===== config.mk =====
export PLATFORM = sky130hd
export DESIGN_NAME = ps2_device_tx
export DESIGN_NICKNAME = d
export VERILOG_FILES = /design/src/rtl/ps2_pkg.sv /design/src/rtl/ps2_tx_fifo.sv /design/src/rtl/ps2_device_tx.sv
export SDC_FILE = /design/constraint.sdc
export NUM_CORES = 1
export LEC_CHECK = 0
export BUFFER_PORTS_ARGS = -buffer_cell sky130_fd_sc_hd__buf_4
export CORE_ASPECT_RATIO = 1.25
export CORE_MARGIN = 10
export CORE_UTILIZATION = 28
export CTS_CLUSTER_SIZE = 24
export DETAILED_ROUTE_END_ITERATION = 6
export GPL_TIMING_DRIVEN = 0
export PLACE_DENSITY_LB_ADDON = 0.1
export SYNTH_ARGS = -nofsm -noshare
export SYNTH_HDL_FRONTEND = slang
export SYNTH_HIERARCHICAL = 1
export SYNTH_SLANG_ARGS = --single-unit

===== constraint.sdc =====
create_clock -name clk -period 1.7 [get_ports clk]
set_input_delay 0 -clock clk [delete_from_list [all_inputs] [get_ports clk]]
set_output_delay 0 -clock clk [all_outputs]
set_load 0.02 [all_outputs]

===== src/rtl/ps2_pkg.sv =====
// ps2_pkg: definitions shared by the PS/2 device transmitter and the
// ps2_keyboard receiver.
//   - frame layout constants (11-bit device-to-host frame)
//   - serialiser state enum
//   - odd-parity and frame-building helpers
//   - common scan codes
package ps2_pkg;

  localparam int         PS2_FRAME_BITS = 11;
  localparam logic       PS2_START      = 1'b0;
  localparam logic       PS2_STOP       = 1'b1;

  localparam logic [7:0] PS2_BREAK      = 8'hF0;
  localparam logic [7:0] PS2_EXTEND     = 8'hE0;

  typedef enum logic [1:0] {
    IDLE  = 2'd0,
    SHIFT = 2'd1,
    GAP   = 2'd2
  } ps2_state_e;

  // Parity bit that makes the total count of ones in data+parity odd.
  function automatic logic odd_parity(input logic [7:0] b);
    return ~^b;
  endfunction

  // Frame bit 0 is sent first: start, data LSB..MSB, parity, stop.
  function automatic logic [PS2_FRAME_BITS-1:0] build_frame(input logic [7:0] b);
    return {PS2_STOP, odd_parity(b), b, PS2_START};
  endfunction

endpackage


===== src/rtl/ps2_tx_fifo.sv =====
// ps2_tx_fifo: small synchronous FIFO in front of the PS/2 serialiser.
// Ports:
//   clk, resetn  system clock, async active-low reset (empties the FIFO)
//   push, din    write request and data; ignored while full
//   pop          read request; ignored while empty
//   dout         head entry (valid while !empty)
//   full, empty  status flags
// DEPTH must be a power of two and at least 2 so the pointers wrap freely.
module ps2_tx_fifo #(
  parameter int DEPTH = 8,
  parameter int WIDTH = 8
) (
  input  logic             clk,
  input  logic             resetn,
  input  logic             push,
  input  logic [WIDTH-1:0] din,
  input  logic             pop,
  output logic [WIDTH-1:0] dout,
  output logic             full,
  output logic             empty
);

  localparam int AW = $clog2(DEPTH);

  logic [WIDTH-1:0] mem [DEPTH];
  logic [AW-1:0]    wr_ptr;
  logic [AW-1:0]    rd_ptr;
  logic [AW:0]      count;
  logic             do_push;
  logic             do_pop;

  assign full    = (count == (AW+1)'(DEPTH));
  assign empty   = (count == '0);
  assign do_push = push && !full;
  assign do_pop  = pop && !empty;
  assign dout    = mem[rd_ptr];

  always_ff @(posedge clk or negedge resetn) begin
    if (!resetn) begin
      wr_ptr <= '0;
      rd_ptr <= '0;
      count  <= '0;
    end else begin
      if (do_push) wr_ptr <= wr_ptr + 1'b1;
      if (do_pop)  rd_ptr <= rd_ptr + 1'b1;
      case ({do_push, do_pop})
        2'b10:   count <= count + 1'b1;
        2'b01:   count <= count - 1'b1;
        default: count <= count;
      endcase
    end
  end

  // Storage needs no reset; only entries between the pointers are ever read.
  always_ff @(posedge clk) begin
    if (do_push) mem[wr_ptr] <= din;
  end

endmodule


===== src/rtl/ps2_device_tx.sv =====
// ps2_device_tx: keyboard end of a PS/2 link. Accepts bytes on a valid/ready
// handshake and sends each one as an 11-bit device-to-host frame on
// ps2_clk/ps2_data, followed by an idle gap.
// Ports:
//   clk       system clock
//   resetn    async active-low reset; lines go idle at once, frame dropped
//   in_data   byte to send, sampled on handshake
//   in_valid  in_data valid
//   in_ready  byte can be accepted (transfer when in_valid && in_ready)
//   ps2_clk   PS/2 clock, registered
//   ps2_data  PS/2 data, registered, changes only while ps2_clk is high
//   busy      frame or gap in progress, or bytes queued
// Optional build macro: PS2_TX_FIFO_EN puts a FIFO_DEPTH-entry FIFO in front
// of the serialiser (in_ready = !full). Without it, in_ready is high only
// in IDLE.
//
// state | meaning
// ------+--------------------------------------------------------------
// IDLE  | lines idle, waiting for a byte
// SHIFT | sending frame bit bit_idx; phase walks one ps2_clk period
// GAP   | lines idle for the inter-frame gap
module ps2_device_tx
  import ps2_pkg::*;
#(
  parameter int HALF_PERIOD = 4,
  parameter int GAP_BITS    = 2,
  parameter int FIFO_DEPTH  = 8
) (
  input  logic       clk,
  input  logic       resetn,
  input  logic [7:0] in_data,
  input  logic       in_valid,
  output logic       in_ready,
  output logic       ps2_clk,
  output logic       ps2_data,
  output logic       busy
);

  localparam int PHASE_W   = (2*HALF_PERIOD > 1) ? $clog2(2*HALF_PERIOD) : 1;
  localparam int GAP_CYC   = GAP_BITS * 2 * HALF_PERIOD;
  // The single IDLE cycle that follows GAP is the last idle-line cycle of the
  // gap, so a continuously fed link repeats every (22+2*GAP_BITS)*HALF_PERIOD.
  // The down-counter runs LOAD..0, i.e. LOAD+1 cycles in GAP.
  localparam int GAP_LOAD  = (GAP_CYC >= 2) ? GAP_CYC - 2 : 0;
  localparam int GAP_W     = (GAP_LOAD > 0) ? $clog2(GAP_LOAD + 1) : 1;
  localparam bit HAS_GAP   = (GAP_BITS > 0);

  localparam logic [PHASE_W-1:0] PHASE_LAST = PHASE_W'(2*HALF_PERIOD - 1);
  localparam logic [PHASE_W-1:0] PHASE_HIGH = PHASE_W'(HALF_PERIOD);
  localparam logic [3:0]         LAST_BIT   = 4'(PS2_FRAME_BITS - 1);

  ps2_state_e                state,   state_d;
  logic [PHASE_W-1:0]        phase,   phase_d;
  logic [3:0]                bit_idx, bit_idx_d;
  logic [PS2_FRAME_BITS-1:0] shreg,   shreg_d;
  logic [GAP_W-1:0]          gap_cnt, gap_cnt_d;
  logic                      ps2_clk_d;
  logic                      ps2_data_d;
  logic                      rdy_en;
  logic                      start;
  logic [7:0]                load_byte;

`ifdef PS2_TX_FIFO_EN
  logic       fifo_push;
  logic       fifo_pop;
  logic [7:0] fifo_dout;
  logic       fifo_full;
  logic       fifo_empty;

  assign in_ready  = rdy_en && !fifo_full;
  assign fifo_push = in_valid && in_ready;
  assign fifo_pop  = (state == IDLE) && !fifo_empty;
  assign start     = fifo_pop;
  assign load_byte = fifo_dout;
  assign busy      = (state != IDLE) || !fifo_empty;

  ps2_tx_fifo #(
    .DEPTH (FIFO_DEPTH),
    .WIDTH (8)
  ) u_fifo (
    .clk    (clk),
    .resetn (resetn),
    .push   (fifo_push),
    .din    (in_data),
    .pop    (fifo_pop),
    .dout   (fifo_dout),
    .full   (fifo_full),
    .empty  (fifo_empty)
  );
`else
  assign in_ready  = rdy_en && (state == IDLE);
  assign start     = in_valid && in_ready;
  assign load_byte = in_data;
  assign busy      = (state != IDLE);
`endif

  // Holds in_ready low during reset even though the FSM already sits in IDLE.
  always_ff @(posedge clk or negedge resetn) begin
    if (!resetn) rdy_en <= 1'b0;
    else         rdy_en <= 1'b1;
  end

  always_ff @(posedge clk or negedge resetn) begin
    if (!resetn) begin
      state    <= IDLE;
      phase    <= '0;
      bit_idx  <= '0;
      shreg    <= '1;
      gap_cnt  <= '0;
      ps2_clk  <= 1'b1;
      ps2_data <= 1'b1;
    end else begin
      state    <= state_d;
      phase    <= phase_d;
      bit_idx  <= bit_idx_d;
      shreg    <= shreg_d;
      gap_cnt  <= gap_cnt_d;
      ps2_clk  <= ps2_clk_d;
      ps2_data <= ps2_data_d;
    end
  end

  always_comb begin
    state_d   = state;
    phase_d   = phase;
    bit_idx_d = bit_idx;
    shreg_d   = shreg;
    gap_cnt_d = gap_cnt;

    case (state)
      IDLE: begin
        if (start) begin
          state_d   = SHIFT;
          phase_d   = '0;
          bit_idx_d = '0;
          shreg_d   = build_frame(load_byte);
        end
      end
      SHIFT: begin
        if (phase == PHASE_LAST) begin
          if (bit_idx == LAST_BIT) begin
            if (HAS_GAP) begin
              state_d   = GAP;
              gap_cnt_d = GAP_W'(GAP_LOAD);
            end else begin
              state_d = IDLE;
            end
          end else begin
            bit_idx_d = bit_idx + 4'd1;
            phase_d   = '0;
            shreg_d   = {1'b1, shreg[PS2_FRAME_BITS-1:1]};
          end
        end else begin
          phase_d = phase + 1'b1;
        end
      end
      GAP: begin
        if (gap_cnt == '0) state_d   = IDLE;
        else               gap_cnt_d = gap_cnt - 1'b1;
      end
      default: state_d = IDLE;
    endcase

    // Lines are registered from next-state values so the start bit shows up
    // on the cycle right after the loading edge.
    ps2_clk_d  = 1'b1;
    ps2_data_d = 1'b1;
    if (state_d == SHIFT) begin
      ps2_clk_d  = (phase_d < PHASE_HIGH);
      ps2_data_d = shreg_d[0];
    end
  end

endmodule


==> results.py, run 1 <==
metrics = {
    "synthesis": {
        "netlist_top_cells_count": "nand2_1, dfrtp_1, dfstp_2",
        "synth-compound-area-share_pct": 10.73,
        "synth_nets": 137,
        "syn_avg_cell_area_um2": 10.80,
        "synth-simple-area-share_pct": 18.01,
        "ys_seq_area_share_pct": 52.97,
        "synthAdderAreaFrac_pct": 4.789,
        "synthArstFlopShare_pct": 100.0,
        "ys.flop_type": "dfrtp_1",
        "synth_most_common_cell": "nand2_1",
        "synth_top_family_by_area": "simple AND/OR/NAND/NOR gates",
        "synth_area_leaders": "dfrtp_1, dfstp_2, nand2_1",
        "syn_area_um2": 1306,
        "synth_edf_count": 0,
        "synth.distinct_cells": 33,
        "synthXorXnorAreaFrac_pct": 7.375,
        "synth.area.mux_share_pct": 1.724,
        "synthCells": 121,
        "yosysTopAreaCell": "dfrtp_1",
        "synth_seq_cells": 27,
        "yosys_warnings": 6,
        "synthDominantCellAreaShare_pct": 26.82,
    },
    "clock_tree": {
        "numCtsBuffers": 3,
        "cts_sinks": 27,
        "cts_root_buf": "clkbuf_8",
        "cts.clk_slew.worst_paths_ns": 0.09,
        "cts_htree_levels": 1,
        "clock_latency_ns": 0.27,
        "clk_path_buf_depth": 2,
        "cts_tree": "done",
    },
    "sta": {
        "finalCritPeriodShare_pct": 95.57,
        "timing.final.crit_period_ns": 1.625,
        "timing.fmax_mhz": 615.5,
        "final-max-slew-violation-count": 0,
        "skew_ns": 0.006507,
        "hold_viol_final": 0,
        "timing.final.ws_setup_ns": 0.07530,
        "rsz0062_at_grt": "no",
        "final-setup-viol-count": 0,
    },
    "critical_path": {
        "crit_fanout": 10,
        "cp.arrival_ns": 1.79,
        "cp.required_ns": 1.87,
        "crit_type": "flip-flop to flip-flop",
        "cp-end-kind": "flip-flop",
        "cp-start-kind": "flip-flop",
    },
    "power": {
        "peakVddDrop_mv": 0.5306,
        "power_density_nw_per_um2": 1413,
        "leakagePower_nw": 0.7409,
    },
    "placed_design": {
        "place_area_um2": 1484,
        "place_congestion": 0.7082,
        "place_ws_ns": -0.02200,
        "place.detailed.hpwl_um": 1986,
        "io_buffer_count": 14,
        "dp_cells": 193,
    },
    "routing": {
        "drtIter0Drc": 37,
        "antenna_left": 0,
        "wl_per_cell_um": 12.88,
        "routed_wl_um": 2679,
        "drc": 0,
        "via_per_inst": 4.582,
        "num_vias": 953,
        "firstDrtPassIters": 4,
    },
    "die": {
        "fp.dieH_um": 96.37,
        "io_pins": 15,
        "dieWidth_um": 81.09,
        "initial_utilization_pct": 29.29,
        "dieArea_um2": 7814,
        "coreArea_um2": 4459,
        "core.rowCount": 27,
    },
    "finish": {
        "drive_above_1_share_pct": 32.00,
        "multiInputGateArea_um2": 575.6,
        "fillers": 465,
        "nets": 167,
        "area_delta_synth_final_pct": 26.25,
        "regArea_um2": 691.9,
        "fin_area_um2": 1649,
        "diodes": 0,
        "stdcell_count": 208,
        "finalCoreUtilization_pct": 36.98,
    },
    "grt": {
        "grt_max_degree": 28,
        "grt_overflow": 0,
        "grt_pass1_wl_um": 4795,
        "first_global_vias": 1054,
        "grt_usage_pct": 7.625,
        "antenna_found_initial": 0,
    },
    "status": {
        "status": "complete, no violations",
    },
    "hold_path": {
        "hold_path.class": "input port to async pin",
    },
    "job": {
        "max-cap-violations": 0,
    },
}
-- final timing paths --
| path | startpoint | slack (ns) | cells past startpoint | endpoint |
|---|---|---|---|---|
| max | phase[0] | 0.08 | 6 | bit_idx[0] |
| min | resetn | 0.17 | 2 | gap_cnt[1] |
| max reg2reg | phase[0] | 0.08 | 6 | bit_idx[0] |
| min reg2reg | shreg[3] | 0.46 | 2 | shreg[3] |
| max in group asynchronous | resetn | 1.22 | 2 | shreg[10] |
| min in group clk | in_valid | 0.24 | 4 | shreg[9] |
-- cells in the final DEF (no fill, tap or decap), types with 2 or more instances in the layout --
master / count
nor3_1: 2
mux2_2: 2
ha_1: 3
dfrtp_1: 14
xor2_1: 5
dfstp_2: 13
nand3_1: 3
clkbuf_8: 3
dlygate4sd3_1: 9
xnor2_1: 6
buf_4: 17
nor2_1: 4
nand4_1: 3
o21ai_0: 3
inv_1: 8
a22oi_1: 9
nand2b_1: 2
nand2_1: 24
-- cells by family (layout without fill, tap and decap cells) --
family | Yosys count | count (layout)
AND/OR/NAND/NOR | 46 | 46
flip-flops | 27 | 27
AO/OA/AOI/OAI | 18 | 18
XOR/XNOR | 11 | 11
buffers and inverters | 11 | 40
adder cells (fa/ha/maj) | 5 | 5
multiplexers | 2 | 2
other | 1 | 1
-- cell type report --
type,instances,share of cell area (%)
repair buffers,25,12.75
flip-flops and latches,27,41.96
plain buffers,3,1.442
inverters,8,1.821
well taps,58,4.401
multi-input cells,83,34.90
clock buffers,4,2.731
-- registers in the layout (all words and copies together) (netlist names) --
signal,cells
gap_cnt,4
phase,3
bit_idx,4
shreg,11
state,2
ps2_clk,1
rdy_en,1
ps2_data,1
-- repair_timing --
action | CTS | global route
resized for setup | 1 | 2
hold buffers | 9 | 0
hold endpoints to repair | 35 | 0
setup buffers | 0 | 2
endpoints found under the setup margin | 1 | 6
-- through the flow --
stage / TNS, ns / power (mW) / hold WS (ns)
2_1_floorplan: 0 / 1.679 / -0.2956
3_3_place_gp: 0 / 1.887 / -0.06291
3_5_place_dp: -0.02200 / 1.921 / -0.06038
4_1_cts: 0 / 2.320 / 0.1839
5_1_grt: 0 / 2.522 / 0.2122
6_report: 0 / 2.330 / 0.1703
-- critical path: stages, from the launching register on --
cell	delay, ns
dfrtp_1	0.40
ha_2	0.21
ha_4	0.17
and3b_4	0.19
and2_4	0.17
buf_6	0.14
mux2_2	0.25
-- layer usage --
layer,vias to the layer above,wire (µm),global-route usage (%)
li1,467,-,-
met1,462,1147,8.534
met2,22,1390,14.16
met3,2,124,1.493
met4,0,17,2.168
met5,-,0,0
-- power breakdown --
group,switching [mW],internal [mW],total [mW]
clock,0.198,0.168,0.366
combinational,0.411,0.423,0.834
sequential,0.161,0.969,1.13
Note: power is estimated with default switching activity, not from simulation.
==> inputs of run 2 (changes only) <==
- CAP_MARGIN: default -> 30
- PLACE_DENSITY_LB_ADDON: 0.1 -> 0.05
==> run 2 against run 1 <==
Effect of this change:
- sequential share of layout area is 0.22 points higher
- count of clock-buffer cells in the layout did not move
- first-iteration DRC count fell by 30%
- global-route usage down 0.17 points
- power is 0.82% lower
- via count is 2.5% lower
- worst setup slack got worse by 0.031 ns
- combinational power down 1%
- hold slack lost 0.0019 ns
- critical path depth stayed put
- flip-flop and latch count did not move
- core utilization down 0.20 points
- critical path type unchanged
- largest cell class unchanged
- largest power group unchanged
- highest routed layer unchanged
==> results.py, run 2 (synthesis results as in run 1) <==
metrics = {
    "status": {
        "status": "complete, no violations",
    },
    "routing": {
        "wl_met2_um": 1306,
        "num_vias": 929,
        "drtIter0Drc": 26,
        "highest_layer": "met4",
        "routed_wl_um": 2675,
        "antenna_left": 0,
        "routedLengthMet1_um": 1216,
        "firstDrtPassIters": 4,
        "drc": 0,
        "wl_per_cell_um": 12.92,
        "via_per_inst": 4.488,
        "dr_wl_met3_um": 110,
    },
    "placed_design": {
        "place_area_um2": 1484,
        "place.detailed.hpwl_um": 1951,
        "io_buffer_count": 14,
        "place_congestion": 0.6973,
        "place_ws_ns": -0.01225,
    },
    "finish": {
        "diodes": 0,
        "area_delta_synth_final_pct": 25.57,
        "drive_above_1_share_pct": 31.54,
        "fillers": 464,
        "fin_area_um2": 1640,
        "final_cell_mix": "nand2_1, buf_4, dfrtp_1",
        "nets": 166,
        "final_common_cell": "nand2_1",
        "largest-register": "shreg",
        "top_regs": "shreg (11), bit_idx (4), gap_cnt (4)",
        "largest_reg_flops": 11,
    },
    "sta": {
        "rsz0062_at_grt": "no",
        "hold_viol_final": 0,
        "final-max-slew-violation-count": 0,
        "timing.final.ws_setup_ns": 0.04421,
        "skew_ns": 0.001454,
        "finalCritPeriodShare_pct": 97.40,
        "timing.final.crit_period_ns": 1.656,
        "final-setup-viol-count": 0,
        "holdWs_ns": 0.1684,
        "timing.fmax_mhz": 603.9,
    },
    "die": {
        "coreArea_um2": 4459,
        "dieArea_um2": 7814,
        "dieWidth_um": 81.09,
        "core.rowCount": 27,
        "fp.dieH_um": 96.37,
        "io_pins": 15,
        "initial_utilization_pct": 29.29,
    },
    "critical_path": {
        "path_cells": "ha_1 > ha_2 > and3b_4 > and2_4 > buf_6 > mux2_2",
        "cp_slowest_cell": "dfrtp_1",
        "cp-end-kind": "flip-flop",
        "cp.required_ns": 1.86,
        "cp-start-kind": "flip-flop",
        "cp.arrival_ns": 1.82,
        "crit_fanout": 10,
        "crit_type": "flip-flop to flip-flop",
        "cp_slowest_stage_delay_ns": 0.40,
    },
    "clock_tree": {
        "cts_htree_levels": 1,
        "cts_sinks": 27,
        "clk_path_buf_depth": 2,
        "cts.clk_slew.worst_paths_ns": 0.09,
        "cts_tree": "done",
        "clock_latency_ns": 0.27,
        "numCtsBuffers": 3,
        "cts_root_buf": "clkbuf_8",
    },
    "hold_path": {
        "hold_path.class": "input port to async pin",
    },
    "grt": {
        "grt_pass1_wl_um": 4609,
        "grt_max_degree": 28,
        "grt_usage_pct": 7.453,
        "first_global_vias": 1015,
        "antenna_found_initial": 0,
        "grt_overflow": 0,
    },
    "power": {
        "power_density_nw_per_um2": 1409,
        "leakagePower_nw": 0.7379,
        "peakVddDrop_mv": 0.5510,
    },
    "job": {
        "max-cap-violations": 0,
    },
}
-- run 2: cell count changes in the layout (fill, tap and decap cells not counted), sizes merged --
cell	before	now
buf	19	18
-- run 2: repair_timing --
| item | CTS | global route |
|---|---|---|
| setup endpoints to repair | 1 | 5 |
| hold buffers | 9 | 0 |
| hold endpoints to repair | 35 | 0 |
| resized for setup | 1 | 3 |
| setup buffers | 0 | 1 |
-- run 2: worst paths after layout --
| path | startpoint | slack (ns) | end | depth (start not counted) |
|---|---|---|---|---|
| max in group asynchronous | resetn | 1.23 | shreg[9] | 2 |
| min in group clk | in_valid | 0.24 | shreg[9] | 4 |
| hold / removal | resetn | 0.17 | gap_cnt[1] | 2 |
| setup reg to reg | phase[0] | 0.04 | bit_idx[0] | 6 |
| hold reg to reg | shreg[8] | 0.46 | shreg[8] | 2 |
| setup / recovery | phase[0] | 0.04 | bit_idx[0] | 6 |
-- run 2: where the power goes --
part	internal (mW)	switching (mW)	leakage (nW)
Clock	0.168	0.198	0.0228
Combinational	0.417	0.407	0.401
Sequential	0.968	0.152	0.315
-- run 2: per-layer routing --
metal	vias up	GRT usage (%)
li1	463	-
met1	446	8.698
met2	16	12.90
met3	4	1.586
met4	0	3.035
met5	-	0
-- run 2: through the flow --
step	power [mW]	utilization (%)	std cells	TNS (ns)
floorplan	1.679	-	121	0
global placement	1.891	33.28	193	0
detailed placement	1.918	33.28	193	-0.01225
CTS	2.319	36.36	206	0
global route	2.495	36.78	207	0
finish	2.311	36.78	207	0
-- run 2: cell type report --
type	instances	area [µm²]	share of cell area, %
sequential	27	691.9	42.18
multi-input combinational	83	570.5	34.78
buffer	3	27.53	1.678
clock buffer	4	45.04	2.746
inverter	8	30.03	1.831
timing repair buffer	24	202.7	12.36
tap	58	72.57	4.424
-- run 2: worst max-delay path: cells and delay by family (launching register included) --
family	cells	cell delay, ns
buffers and inverters	1	0.14
adder cells (fa/ha/maj)	2	0.39
AND/OR/NAND/NOR	2	0.37
flip-flops	1	0.40
multiplexers	1	0.25
==> inputs of run 3 (changes only) <==
- ABC_AREA: default -> 1
- SKIP_LAST_GASP: default -> 1
==> run 3 against run 2 <==
Effect of this change:
- clock power is essentially flat
- cell area grew 8.2%
- fmax grew 12%
- core utilization shrank 2.3 points
- flip-flop and latch count is the same
- via count grew 24%
- non-clock buffer count shrank 8
- first-iteration DRC count grew 42%
- power shrank 52%
- worst setup slack gained 0.18 ns
- highest routed layer unchanged
==> results.py, run 3 <==
metrics = {
    "critical_path": {
        "crit_type": "flip-flop to flip-flop",
        "r2r_start": "phase[0]",
        "cp_slowest_cell": "dfrtp_1",
        "cp_slowest_stage_delay_ns": 0.40,
        "reg2reg_depth": 7,
        "cpMostUsedCell": "ha_1",
        "crit_fanout": 10,
        "cp.arrival_ns": 1.67,
        "path_cells": "ha_1 > ha_1 > nand3_4 > inv_2 > buf_6 > nand2_1 > o221ai_1",
        "cp.required_ns": 1.89,
        "cp-start-kind": "flip-flop",
        "r2r-end": "shreg[1]",
        "cp-end-kind": "flip-flop",
        "ff2ff_setup_slack_ns": 0.22,
    },
    "placed_design": {
        "io_buffer_count": 14,
        "place.detailed.hpwl_um": 2275,
        "place_congestion": 0.6829,
        "place_area_um2": 1690,
    },
    "synthesis": {
        "synthArstFlopShare_pct": 100.0,
        "synth_area_leaders": "dfrtp_1, dfstp_2, nand2_1",
        "synth_most_common_cell": "nand2_1",
        "synthCells": 176,
        "synth.distinct_cells": 29,
        "yosys_warnings": 6,
        "synthXorXnorAreaFrac_pct": 2.905,
        "synth_nets": 192,
        "yosysTopAreaCell": "dfrtp_1",
        "syn_area_um2": 1508,
        "ys_seq_area_share_pct": 45.89,
        "synth_edf_count": 0,
        "synth-compound-area-share_pct": 7.552,
        "synthDominantCellAreaShare_pct": 23.24,
        "synth.area.mux_share_pct": 0.6639,
        "synthAdderAreaFrac_pct": 4.149,
        "netlist_top_cells_count": "nand2_1, inv_1, dfrtp_1, nand3_1, dfstp_2",
        "syn_avg_cell_area_um2": 8.566,
        "ys.flop_type": "dfrtp_1",
        "synth_seq_cells": 27,
        "synth_top_family_by_area": "simple AND/OR/NAND/NOR gates",
        "synth-simple-area-share_pct": 29.96,
    },
    "sta": {
        "finalCritPeriodShare_pct": 87.06,
        "skew_ns": 0.003943,
        "hold_viol_final": 0,
        "rsz0062_at_grt": "no",
        "final-setup-viol-count": 0,
        "timing.final.crit_period_ns": 1.480,
        "fin_setup_tns_ns": 0,
        "timing.fmax_mhz": 675.6,
        "final-max-slew-violation-count": 0,
    },
    "hold_path": {
        "hold_start": "in_data[5]",
        "hold_path.class": "input port to flip-flop",
        "min_to": "shreg[6]",
        "holdPathStages": 3,
    },
    "clock_tree": {
        "cts.clk_slew.worst_paths_ns": 0.09,
        "cts_tree": "done",
        "cts_root_buf": "clkbuf_8",
        "clock_latency_ns": 0.27,
        "cts_resized": 0,
        "cts_sinks": 27,
        "numCtsBuffers": 3,
        "cts_htree_levels": 1,
        "clk_path_buf_depth": 2,
    },
    "finish": {
        "diodes": 0,
        "final_common_cell": "nand2_1",
        "top_regs": "shreg (11), bit_idx (4), gap_cnt (4)",
        "nets": 215,
        "fin_area_um2": 1775,
        "area_delta_synth_final_pct": 17.76,
        "largest-register": "shreg",
        "largest_reg_flops": 11,
        "final_cell_mix": "nand2_1, inv_1, nand3_1, dfrtp_1, buf_4",
        "drive_above_1_share_pct": 25.76,
    },
    "die": {
        "coreArea_um2": 5152,
        "dieWidth_um": 85.64,
        "fp.dieH_um": 102.0,
        "dieArea_um2": 8738,
        "initial_utilization_pct": 29.26,
        "core.rowCount": 29,
        "io_pins": 15,
    },
    "status": {
        "status": "complete, no violations",
    },
    "routing": {
        "via_per_inst": 4.423,
        "firstDrtPassIters": 4,
        "wl_per_cell_um": 11.38,
        "num_vias": 1150,
        "drc": 0,
        "drtIter0Drc": 37,
        "antenna_left": 0,
        "routed_wl_um": 2958,
    },
    "grt": {
        "first_global_vias": 1201,
        "grt_usage_pct": 7.199,
        "grt_max_degree": 28,
        "antenna_found_initial": 0,
        "grt_overflow": 0,
        "grt_pass1_wl_um": 5209,
    },
    "power": {
        "power_density_nw_per_um2": 624.0,
        "p_total_mw": 1.108,
        "peakVddDrop_mv": 0.2567,
        "leakagePower_nw": 0.9062,
    },
    "job": {
        "max-cap-violations": 0,
    },
}
run 3: cell count changes in the layout (fill, tap and decap cells not counted), sizes merged, moves of 4 or more:
| cell | before | now |
|---|---|---|
| o211ai | 0 | 4 |
| a22oi | 9 | 0 |
| nand2 | 24 | 62 |
| nand3 | 3 | 17 |
| dlygate4sd3 | 9 | 4 |
| inv | 8 | 31 |
| nor2 | 4 | 8 |
run 3: worst max path at each step:
stage	to	slack [ns]	from
final	shreg[1]	0.22	phase[0]
after global routing	gap_cnt[3]	0.08	bit_idx[0]
after CTS	shreg[8]	0.19	phase[0]
after detailed placement	shreg[5]	0.21	phase[0]
after global placement	shreg[1]	0.23	phase[0]
after floorplan	shreg[1]	0.32	phase[0]
run 3: cells by family after synthesis:
| kind of cell | Yosys count |
|---|---|
| XOR/XNOR | 5 |
| AO/OA/AOI/OAI | 14 |
| flip-flops | 27 |
| multiplexers | 1 |
| buffers and inverters | 32 |
| other | 1 |
| AND/OR/NAND/NOR | 91 |
| adder cells (fa/ha/maj) | 5 |
run 3: timing repair:
item	in CTS	in global routing
hold endpoints to repair	30	0
hold buffers	4	0
setup buffers	0	0
run 3: per-stage QoR:
stage,utilization (%),hold WS (ns),std cells,setup slack (ns)
CTS,34.46,0.001352,260,0.1881
global placement,32.81,-0.06461,252,0.2256
detailed placement,32.81,-0.05293,252,0.2063
floorplan,-,-0.2956,176,0.3204
global route,34.46,0.006812,260,0.08494
finish,34.46,0.002581,260,0.2199
run 3: critical path, delay by kind of cell, from the launching register on:
family / cells / cell delay (ns)
fa+ha+maj: 2 / 0.48
flops: 1 / 0.40
simple gates: 2 / 0.22
buf+inv: 2 / 0.20
compound gates: 1 / 0.09
run 3: area by class of cell:
cell class / count / area (µm²)
fill: 563 / 3377
inverter: 31 / 118.9
timing repair buffer: 18 / 145.1
sequential: 27 / 691.9
tap: 62 / 77.57
multi-input combinational: 117 / 685.7
buffer: 1 / 11.26
clock buffer: 4 / 45.04
run 3: metal layers:
metal	track usage [%]	wire, µm
met5	0	0
met4	4.188	70
met3	1.274	110
met2	12.82	1486
met1	7.824	1290
run 3: report_power, final:
group          total (mW)  internal (mW)  switching (mW)
Combinational      0.0936         0.0401          0.0534
Clock               0.369          0.168           0.201
Sequential          0.645          0.645        0.000305
Total                1.11          0.853           0.255
